## src/rtl/uart_pkg.sv

```systemverilog
// -----------------------------------------------------------------------------
// uart_pkg
// Shared types and constants for the UART receive path.
//   rx_state_t   : receive FSM states (IDLE, START, DATA, PARITY, STOP)
//   PAR_EVEN/ODD : encoding of the par_typ input
//   SAMPLE_POINT : mid-bit sample position for the default prescale
//   sample_point : mid-bit sample position for any prescale value
// -----------------------------------------------------------------------------
package uart_pkg;

    typedef enum logic [2:0] {
        IDLE,
        START,
        DATA,
        PARITY,
        STOP
    } rx_state_t;

    localparam logic PAR_EVEN = 1'b0;
    localparam logic PAR_ODD  = 1'b1;

    localparam int unsigned PRESCALE_DEFAULT = 8;
    localparam int unsigned SAMPLE_POINT     = PRESCALE_DEFAULT / 2;

    function automatic int unsigned sample_point(input int unsigned prescale);
        return prescale / 2;
    endfunction

endpackage

```

## src/rtl/uart_rx_bit_sampler.sv

```systemverilog
// -----------------------------------------------------------------------------
// uart_rx_bit_sampler
// Prescale counter and per-bit sample strobe for the UART receiver.
// Optional feature macro: UART_RX_MAJORITY_EN (2-of-3 vote around mid-bit,
// decision one cycle later than the single-sample build).
// Ports:
//   i_clk, i_rst    : clock, synchronous active-high reset
//   i_rx_s          : synchronized serial line
//   i_active        : receiver FSM is outside IDLE
//   i_start         : start edge seen in IDLE this cycle (tick 0 of start bit)
//   o_sample_bit    : sampled (or voted) bit value, valid with o_sample_stb
//   o_sample_stb    : one-cycle strobe at the bit decision point
//   o_bit_end       : last cycle of the current bit period
// -----------------------------------------------------------------------------
module uart_rx_bit_sampler
    import uart_pkg::*;
#(
    parameter int unsigned PRESCALE = PRESCALE_DEFAULT,
    parameter int unsigned CNTWIDTH = 4
) (
    input  logic i_clk,
    input  logic i_rst,
    input  logic i_rx_s,
    input  logic i_active,
    input  logic i_start,
    output logic o_sample_bit,
    output logic o_sample_stb,
    output logic o_bit_end
);

    localparam logic [CNTWIDTH-1:0] CNT_LAST = CNTWIDTH'(PRESCALE - 1);
    localparam logic [CNTWIDTH-1:0] CNT_MID  = CNTWIDTH'(sample_point(PRESCALE));

    logic [CNTWIDTH-1:0] r_cnt;

    // The start-detect cycle is tick 0, so the count resumes at 1.
    always_ff @(posedge i_clk) begin
        if (i_rst) begin
            r_cnt <= '0;
        end else if (!i_active) begin
            r_cnt <= i_start ? CNTWIDTH'(1) : '0;
        end else if (r_cnt == CNT_LAST) begin
            r_cnt <= '0;
        end else begin
            r_cnt <= r_cnt + CNTWIDTH'(1);
        end
    end

    assign o_bit_end = i_active && (r_cnt == CNT_LAST);

`ifdef UART_RX_MAJORITY_EN
    localparam logic [CNTWIDTH-1:0] CNT_PRE  = CNTWIDTH'(sample_point(PRESCALE) - 1);
    localparam logic [CNTWIDTH-1:0] CNT_POST = CNTWIDTH'(sample_point(PRESCALE) + 1);

    logic r_s_pre;
    logic r_s_mid;

    always_ff @(posedge i_clk) begin
        if (i_rst) begin
            r_s_pre <= 1'b1;
            r_s_mid <= 1'b1;
        end else begin
            if (r_cnt == CNT_PRE) r_s_pre <= i_rx_s;
            if (r_cnt == CNT_MID) r_s_mid <= i_rx_s;
        end
    end

    // Third vote is the live line value at mid+1.
    assign o_sample_stb = i_active && (r_cnt == CNT_POST);
    assign o_sample_bit = (r_s_pre & r_s_mid) | (r_s_pre & i_rx_s) | (r_s_mid & i_rx_s);
`else
    assign o_sample_stb = i_active && (r_cnt == CNT_MID);
    assign o_sample_bit = i_rx_s;
`endif

endmodule

```

## src/rtl/uart_rx_deserializer.sv

```systemverilog
// -----------------------------------------------------------------------------
// uart_rx_deserializer
// UART receive path: 2-flop synchronizer, start detect, MSB-first shift-in,
// optional parity check, stop check, one-cycle result pulses.
// Optional feature macro: UART_RX_MAJORITY_EN (see uart_rx_bit_sampler).
// Ports:
//   clk, rst    : clock, synchronous active-high reset
//   rx_in       : asynchronous serial line, idle high
//   par_en      : frame carries a parity bit (latched per frame)
//   par_typ     : 0 even / 1 odd parity (latched per frame)
//   P_DATA      : last good word, held until the next good frame
//   data_valid  : pulse, P_DATA is new and error-free
//   par_err     : pulse, parity mismatch
//   stp_err     : pulse, stop bit sampled low
//   busy        : FSM outside IDLE
// -----------------------------------------------------------------------------
module uart_rx_deserializer
    import uart_pkg::*;
#(
    parameter int unsigned DATAWIDTH = 8,
    parameter int unsigned PRESCALE  = PRESCALE_DEFAULT,
    parameter int unsigned CNTWIDTH  = 4
) (
    input  logic                 clk,
    input  logic                 rst,
    input  logic                 rx_in,
    input  logic                 par_en,
    input  logic                 par_typ,
    output logic [DATAWIDTH-1:0] P_DATA,
    output logic                 data_valid,
    output logic                 par_err,
    output logic                 stp_err,
    output logic                 busy
);

    localparam int unsigned BITCNT_W = (DATAWIDTH > 1) ? $clog2(DATAWIDTH) : 1;
    localparam logic [BITCNT_W-1:0] LAST_BIT = BITCNT_W'(DATAWIDTH - 1);

    logic                 r_sync1;
    logic                 r_sync2;
    logic                 w_rx_s;
    rx_state_t            r_state;
    rx_state_t            w_next_state;
    logic [BITCNT_W-1:0]  r_bit_cnt;
    logic [DATAWIDTH-1:0] r_shift;
    logic                 r_par_en_l;
    logic                 r_par_typ_l;
    logic                 r_par_mis;
    logic                 w_active;
    logic                 w_start;
    logic                 w_bit;
    logic                 w_stb;
    logic                 w_bit_end;
    logic                 w_frame_done;

    always_ff @(posedge clk) begin
        if (rst) begin
            r_sync1 <= 1'b1;
            r_sync2 <= 1'b1;
        end else begin
            r_sync1 <= rx_in;
            r_sync2 <= r_sync1;
        end
    end

    assign w_rx_s   = r_sync2;
    assign w_active = (r_state != IDLE);
    assign w_start  = (r_state == IDLE) && !w_rx_s;
    assign busy     = w_active;

    uart_rx_bit_sampler #(
        .PRESCALE (PRESCALE),
        .CNTWIDTH (CNTWIDTH)
    ) u_sampler (
        .i_clk        (clk),
        .i_rst        (rst),
        .i_rx_s       (w_rx_s),
        .i_active     (w_active),
        .i_start      (w_start),
        .o_sample_bit (w_bit),
        .o_sample_stb (w_stb),
        .o_bit_end    (w_bit_end)
    );

    always_ff @(posedge clk) begin
        if (rst) r_state <= IDLE;
        else     r_state <= w_next_state;
    end

    always_comb begin
        w_next_state = r_state;
        w_frame_done = 1'b0;
        case (r_state)
            IDLE:   if (!w_rx_s) w_next_state = START;
            // A high start sample is a glitch; abandon before the bit ends.
            START:  if (w_stb && w_bit)  w_next_state = IDLE;
                    else if (w_bit_end)  w_next_state = DATA;
            DATA:   if (w_bit_end && (r_bit_cnt == LAST_BIT))
                        w_next_state = r_par_en_l ? PARITY : STOP;
            PARITY: if (w_bit_end) w_next_state = STOP;
            // Leave at the stop sample; the rest of the stop bit is idle-high.
            STOP:   if (w_stb) begin
                        w_next_state = IDLE;
                        w_frame_done = 1'b1;
                    end
            default: w_next_state = IDLE;
        endcase
    end

    always_ff @(posedge clk) begin
        if (rst) begin
            r_bit_cnt   <= '0;
            r_shift     <= '0;
            r_par_en_l  <= 1'b0;
            r_par_typ_l <= 1'b0;
            r_par_mis   <= 1'b0;
            P_DATA      <= '0;
            data_valid  <= 1'b0;
            par_err     <= 1'b0;
            stp_err     <= 1'b0;
        end else begin
            data_valid <= 1'b0;
            par_err    <= 1'b0;
            stp_err    <= 1'b0;

            if ((r_state == START) && (w_next_state == DATA)) begin
                r_par_en_l  <= par_en;
                r_par_typ_l <= par_typ;
                r_par_mis   <= 1'b0;
                r_bit_cnt   <= '0;
            end

            if (r_state == DATA) begin
                if (w_stb) r_shift <= (r_shift << 1) | DATAWIDTH'(w_bit);
                if (w_bit_end)
                    r_bit_cnt <= (r_bit_cnt == LAST_BIT) ? '0 : r_bit_cnt + BITCNT_W'(1);
            end

            if ((r_state == PARITY) && w_stb)
                r_par_mis <= w_bit ^ (^r_shift) ^ (r_par_typ_l != PAR_EVEN);

            if (w_frame_done) begin
                par_err <= r_par_mis;
                stp_err <= !w_bit;
                if (!r_par_mis && w_bit) begin
                    data_valid <= 1'b1;
                    P_DATA     <= r_shift;
                end
            end
        end
    end

endmodule

```

## config.mk

```make
export PLATFORM = sky130hd
export DESIGN_NAME = uart_rx_deserializer
export DESIGN_NICKNAME = d
export VERILOG_FILES = /design/src/rtl/uart_pkg.sv /design/src/rtl/uart_rx_bit_sampler.sv /design/src/rtl/uart_rx_deserializer.sv
export SDC_FILE = /design/constraint.sdc
export NUM_CORES = 1
export LEC_CHECK = 0
export ABC_AREA = 1
export CORE_MARGIN = 1.5
export CORE_UTILIZATION = 30
export DETAILED_ROUTE_END_ITERATION = 8
export SLEW_MARGIN = 20
export SYNTH_ARGS = -nofsm -noshare
export SYNTH_HDL_FRONTEND = slang
export SYNTH_SLANG_ARGS = --single-unit
```

## constraint.sdc

```tcl
create_clock -name clk -period 3.4 [get_ports clk]
set_input_delay 0.68 -clock clk [delete_from_list [all_inputs] [get_ports clk]]
set_output_delay 0.68 -clock clk [all_outputs]
set_load 0.1 [all_outputs]
```

; ---- Yosys cells after proc, flatten, opt, wreduce, memory -nomap -nowiden
; Cells that the tools add are included.
[classes]
n_addsub = 2
n_eq_ne = 8
muxes = 20
n_reduce_logical = 17
bitwise_logic = 4
[op_table]
columns = operator, count
row1 = two-way mux 3 bit, 11
row2 = case mux 3 bit (5 select lines), 1
row3 = == test 3 x 2 -> 1 bit (second input constant), 3
row4 = == test 4 x 3 -> 1 bit (second input constant), 2
row5 = logical AND 1 bit, 8
row6 = two-way mux 4 bit, 2
row7 = OR 8 x 1 -> 8 bit, 1
row8 = XOR reduction 8 bit, 1
row9 = == test 3 bit (second input constant), 2
row10 = two-way mux 1 bit, 6
row11 = adder 4 x 1 -> 4 bit (second input constant), 1
row12 = AND reduction 2 bit, 2
row13 = adder 3 x 1 -> 3 bit (second input constant), 1
row14 = == test 3 x 1 -> 1 bit (second input constant), 1
row15 = logical NOT 3 bit, 1
row16 = nonzero test 3 bit, 1
row17 = logical NOT 1 bit, 2
row18 = nonzero test 2 bit, 1
row19 = OR reduction 2 bit, 1
row20 = bitwise XOR 1 bit, 2
row21 = inverter 1 bit, 1
[totals]
wordCells = 64
inputBits = 5
regBits = 34
out_inout_bits = 12

; ---- Depth between registers and ports, before layout
[depth]
word_depth = 10
mapped_depth = 10
depth_no_buf = 10

; ---- Cells and area by module
; Synthesis repeated with hierarchy kept, for this count alone.
[hier_totals]
cells_unflattened = 200
area_unflattened_um2 = 1525.2
[modules_own_cells]
columns = mod, cells_each, instances, area_each_um2, seq_area_each_um2
row1 = uart_rx_deserializer, 169, 1, 1301.2, 600.6
row2 = uart_rx_bit_sampler, 31, 1, 224.0, 80.1

; ---- Least setup slack after synthesis
; No wires, ideal clock.
[synth_path]
kind = reg2reg
from = reg r_state[2]
to = reg r_state[1]
setup_slack_ns = 1.464
t_required_ns = 3.263
arrival_ns = 1.799
synth_period_minus_slack_ns = 1.936
n_path_buf = 0
stages_incl_launch_ff = 8
setup_ns = 0.137
cell_sequence = dfxtp_1 > inv_1 > nand2_1 > nand3_1 > nand2_1 > inv_1 > nor2_1 > a21oi_1
[synth_between]
elab_chain_cells = 5
elab_cells_between_ends = 16
cone_classes = eq/ne (4) / mux (6) / reduce/logical (6)
[synth_rtl]
columns = item, line
row1 = "start, declared", uart_rx_deserializer.sv:42  ; rx_state_t r_state;
row2 = "start signal, assigned", uart_rx_deserializer.sv:87  ; else r_state <= w_next_state;
row3 = nonzero test 3 bit (*), uart_rx_deserializer.sv:67  ; assign w_active = (r_state != IDLE);
row4 = net busy, uart_rx_deserializer.sv:33  ; output logic busy
row5 = logical AND 1 bit (on tied branches), "uart_rx_bit_sampler.sv:49, uart_rx_bit_sampler.sv:72"
row6 = two-way mux 3 bit (tied with other cells), uart_rx_deserializer.sv:97  ; else if (w_bit_end) w_next_state = DATA;
row7 = two-way mux 3 bit (on tied branches), "uart_rx_deserializer.sv:96, uart_rx_deserializer.sv:98"
row8 = case mux 3 bit (5 select lines) (*), uart_rx_deserializer.sv:93  ; case (r_state)
; Mark *: on every way through the listed nets, which the timed path passes. The rest lies on a longest branch.
; A chain may end at the register's enable or synchronous reset.

; ---- Worst setup path in the final report
[layout_path]
from = reg P_DATA[0]
to = out P_DATA[0]
[layout_lines]
columns = item, line
row1 = "start, declared", uart_rx_deserializer.sv:29  ; output logic [DATAWIDTH-1:0] P_DATA,
row2 = "start signal, assigned", uart_rx_deserializer.sv:147  ; P_DATA <= r_shift;
; No word-level cell between the ends.

==> results.yml <==
finish:
  nets: 220
  area_growth_pct: 19.6
  antennaDiodeCount: 0
  layout-drive-gt1-share_pct: 13.2
power_and_ir_drop:
  power_mw: 0.735
  power.leakage_nw: 0.708
  pwr-share-seq_pct: 54.9
  p_clk_share_pct: 41.1
  internal_power_mw: 0.575
  power_switching_mw: 0.161
  power_density_nw_per_um2: 400
  ir_drop_v: 0.000127
  switching_share_pct: 21.8
  power_frac_comb_pct: 4.0
critical_path:
  start_kind: "register"
  slowest_delay_ps: 1140
  cp.required_ps: 2720
  crit_type: "reg -> out"
  crit_family: "buffers and inverters"
  slowest_stage: "clkdlybuf4s50_1"
  crit_arrival_ps: 1760
  end_kind: "output port"
  path_max_fanout: 2
  worst-path-buf-inv: 1
  crit_path_cell_trace: "clkdlybuf4s50_1"
clocking:
  cts-resized-gates: 0
  cts_tree: "done"
  htree_levels: 2
  cts_max_path_buffers: 2
  cts_hold_buf: 0
  cts_num_sinks: 34
  numCtsBuffers: 5
  post_cts_buffers: 0
  clk_pin_slew_ps: 60
  root_buffer: "clkbuf_8"
  clkLatencyLatePin_ps: 290
synthesis:
  syn_inst: 192
  syn_nets: 201
  synth_area_per_cell_um2: 8.02
  ys_ff_latch: 34
  ys_types: 28
  syn_area_um2: 1540
  synth_seq_area_share_pct: 44.2
  synth_warnings: 0
drt:
  drt-initial-drc-count: 62
  drcViolationCount: 0
  antenna_left: 0
  wl_per_cell_um: 10.4
  wl_met2_mm: 1.12
  first_pass_iters: 4
  drt-met1-wl_mm: 1.58
  finalWirelength_mm: 2.89
  route.met3.wl_um: 127
  num_vias: 1227
  via_per_inst: 4.40
  routed.top_layer: "met4"
floorplan:
  die-area_um2: 5570
  start_util_pct: 31.9
  die_h_um: 74.6
  die_x_um: 74.6
  ioPinCount: 17
  coreArea_um2: 4820
  row_count: 25
placement:
  dp_hpwl_mm: 2.08
  finalWeightedCongestion: 0.855
  port_buffers: 16
  dp_slack_ps: 1260
global_routing:
  grt_max_degree: 21
  grt_usage_pct: 12.3
  grt_pass1_vias: 1172
  grt_overflow: 0
  grt_antenna_before_repair: 0
  grt_pass1_wl_mm: 5.08
sta:
  grt_setup_unrepaired: "false"
  skew_ps: 7.87
  fin_ws_ps: 957
  finalSetupViolations: 0
  drv_slew: 0
  whs_ps: 418
  hold_violations: 0
  tightest_slew_ps: 966
  fin_crit_sh_pct: 71.8
  slew_headroom_pct: 35.4
  period_minus_slack_ps: 2440
  tns_ps: 0
  timing.fmax_ghz: 0.409
min_path:
  hold_class: "reg -> reg"
flow_run:
  max_cap_violations: 0
status:
  status: "completed"
worst paths after layout:
| check | from | endpoint | slack [ps] | cells after the start |
|---|---|---|---|---|
| setup / recovery | P_DATA[0]$_SDFFE_PP0P_ | P_DATA[0] | 960 | 1 |
| hold / removal | r_sync1$_SDFF_PP1_ | r_sync2$_SDFF_PP1_ | 420 | 1 |
| setup reg to reg | u_sampler.r_cnt[0]$_SDFF_PP0_ | P_DATA[0]$_SDFFE_PP0P_ | 1560 | 6 |
| hold reg to reg | r_sync1$_SDFF_PP1_ | r_sync2$_SDFF_PP1_ | 420 | 1 |
cells by family after synthesis:
kind of cell             synth area share (%)
AND/OR/NAND/NOR                          25.2
AO/OA/AOI/OAI                            15.4
flip-flops                               44.2
buffers and inverters                    8.54
XOR/XNOR                                 3.41
adder cells (fa/ha/maj)                  3.25
per-layer routing:
metal  track usage [%]  vias up
met2              16.8       18
met1              16.5      537
met4              7.88        0
met5                 0        -
li1                  -      666
met3              4.02        6
power groups by stage:
stage | combinational [mW] | sequential, mW | clock [mW]
final | 0.0291 | 0.404 | 0.302
after global routing | 0.0324 | 0.404 | 0.329
after CTS | 0.0295 | 0.404 | 0.316
after detailed placement | 0.0294 | 0.413 | 0
after global placement | 0.0297 | 0.413 | 0
after floorplan | 0.0199 | 0.412 | 0
through the flow:
| stage | utilization (%) | std cells | instance area (um^2) |
|---|---|---|---|
| floorplan | - | 192 | 1540 |
| global placement | 36.3 | 271 | 1750 |
| detailed placement | 36.3 | 271 | 1750 |
| CTS | 38.2 | 279 | 1840 |
| global route | 38.2 | 279 | 1840 |
| finish | 38.2 | 279 | 1840 |
sequential cells by signal, summed over array words and instances (netlist names):
| register | count |
|---|---|
| P_DATA | 8 |
| r_shift | 8 |
| u_sampler.r_cnt | 4 |
| r_bit_cnt | 3 |
| r_state | 3 |
| data_valid | 1 |
| par_err | 1 |
| r_par_en_l | 1 |
| r_par_mis | 1 |
| r_par_typ_l | 1 |
| r_sync1 | 1 |
| r_sync2 | 1 |
| stp_err | 1 |
synth_stat cells, drive strengths merged:
library cell / n / area share [%]
o22ai: 2 / 0.81
clkbuf: 2 / 0.49
xnor2: 4 / 2.3
or2: 3 / 1.2
ha: 4 / 3.3
o21ai: 11 / 3.6
nor4: 2 / 1.8
nor3: 1 / 0.65
xor2: 2 / 1.1
a21oi: 16 / 5.2
buf: 3 / 1.7
nor2: 29 / 8.2
nand2: 27 / 7.1
inv: 26 / 6.3
nor3b: 1 / 0.49
nand3: 14 / 5.4
a31oi: 1 / 0.41
dfxtp: 34 / 44
a211oi: 9 / 5.4
nand4: 1 / 0.41
cell usage in the layout, fill, tap and decap left out, types with 6 or more instances in the layout:
master           instances
dfxtp_1                 34
nand2_1                 26
nor2_1                  26
inv_1                   22
a21oi_1                 16
nand3_1                 13
clkdlybuf4s50_1         13
o21ai_0                 11
a211oi_1                 6
clkbuf_8                 6
area by class of cell:
| type | count | area, um^2 |
|---|---|---|
| Clock inverter | 1 | 5.00 |
| Clock buffer | 7 | 86.3 |
| Tap cell | 67 | 83.8 |
| Inverter | 26 | 97.6 |
| Multi-Input combinational cell | 127 | 727 |
| Sequential cell | 34 | 681 |
| Timing Repair Buffer | 17 | 160 |
| Fill cell | 521 | 2980 |
Power figures use the tool's default switching activity.
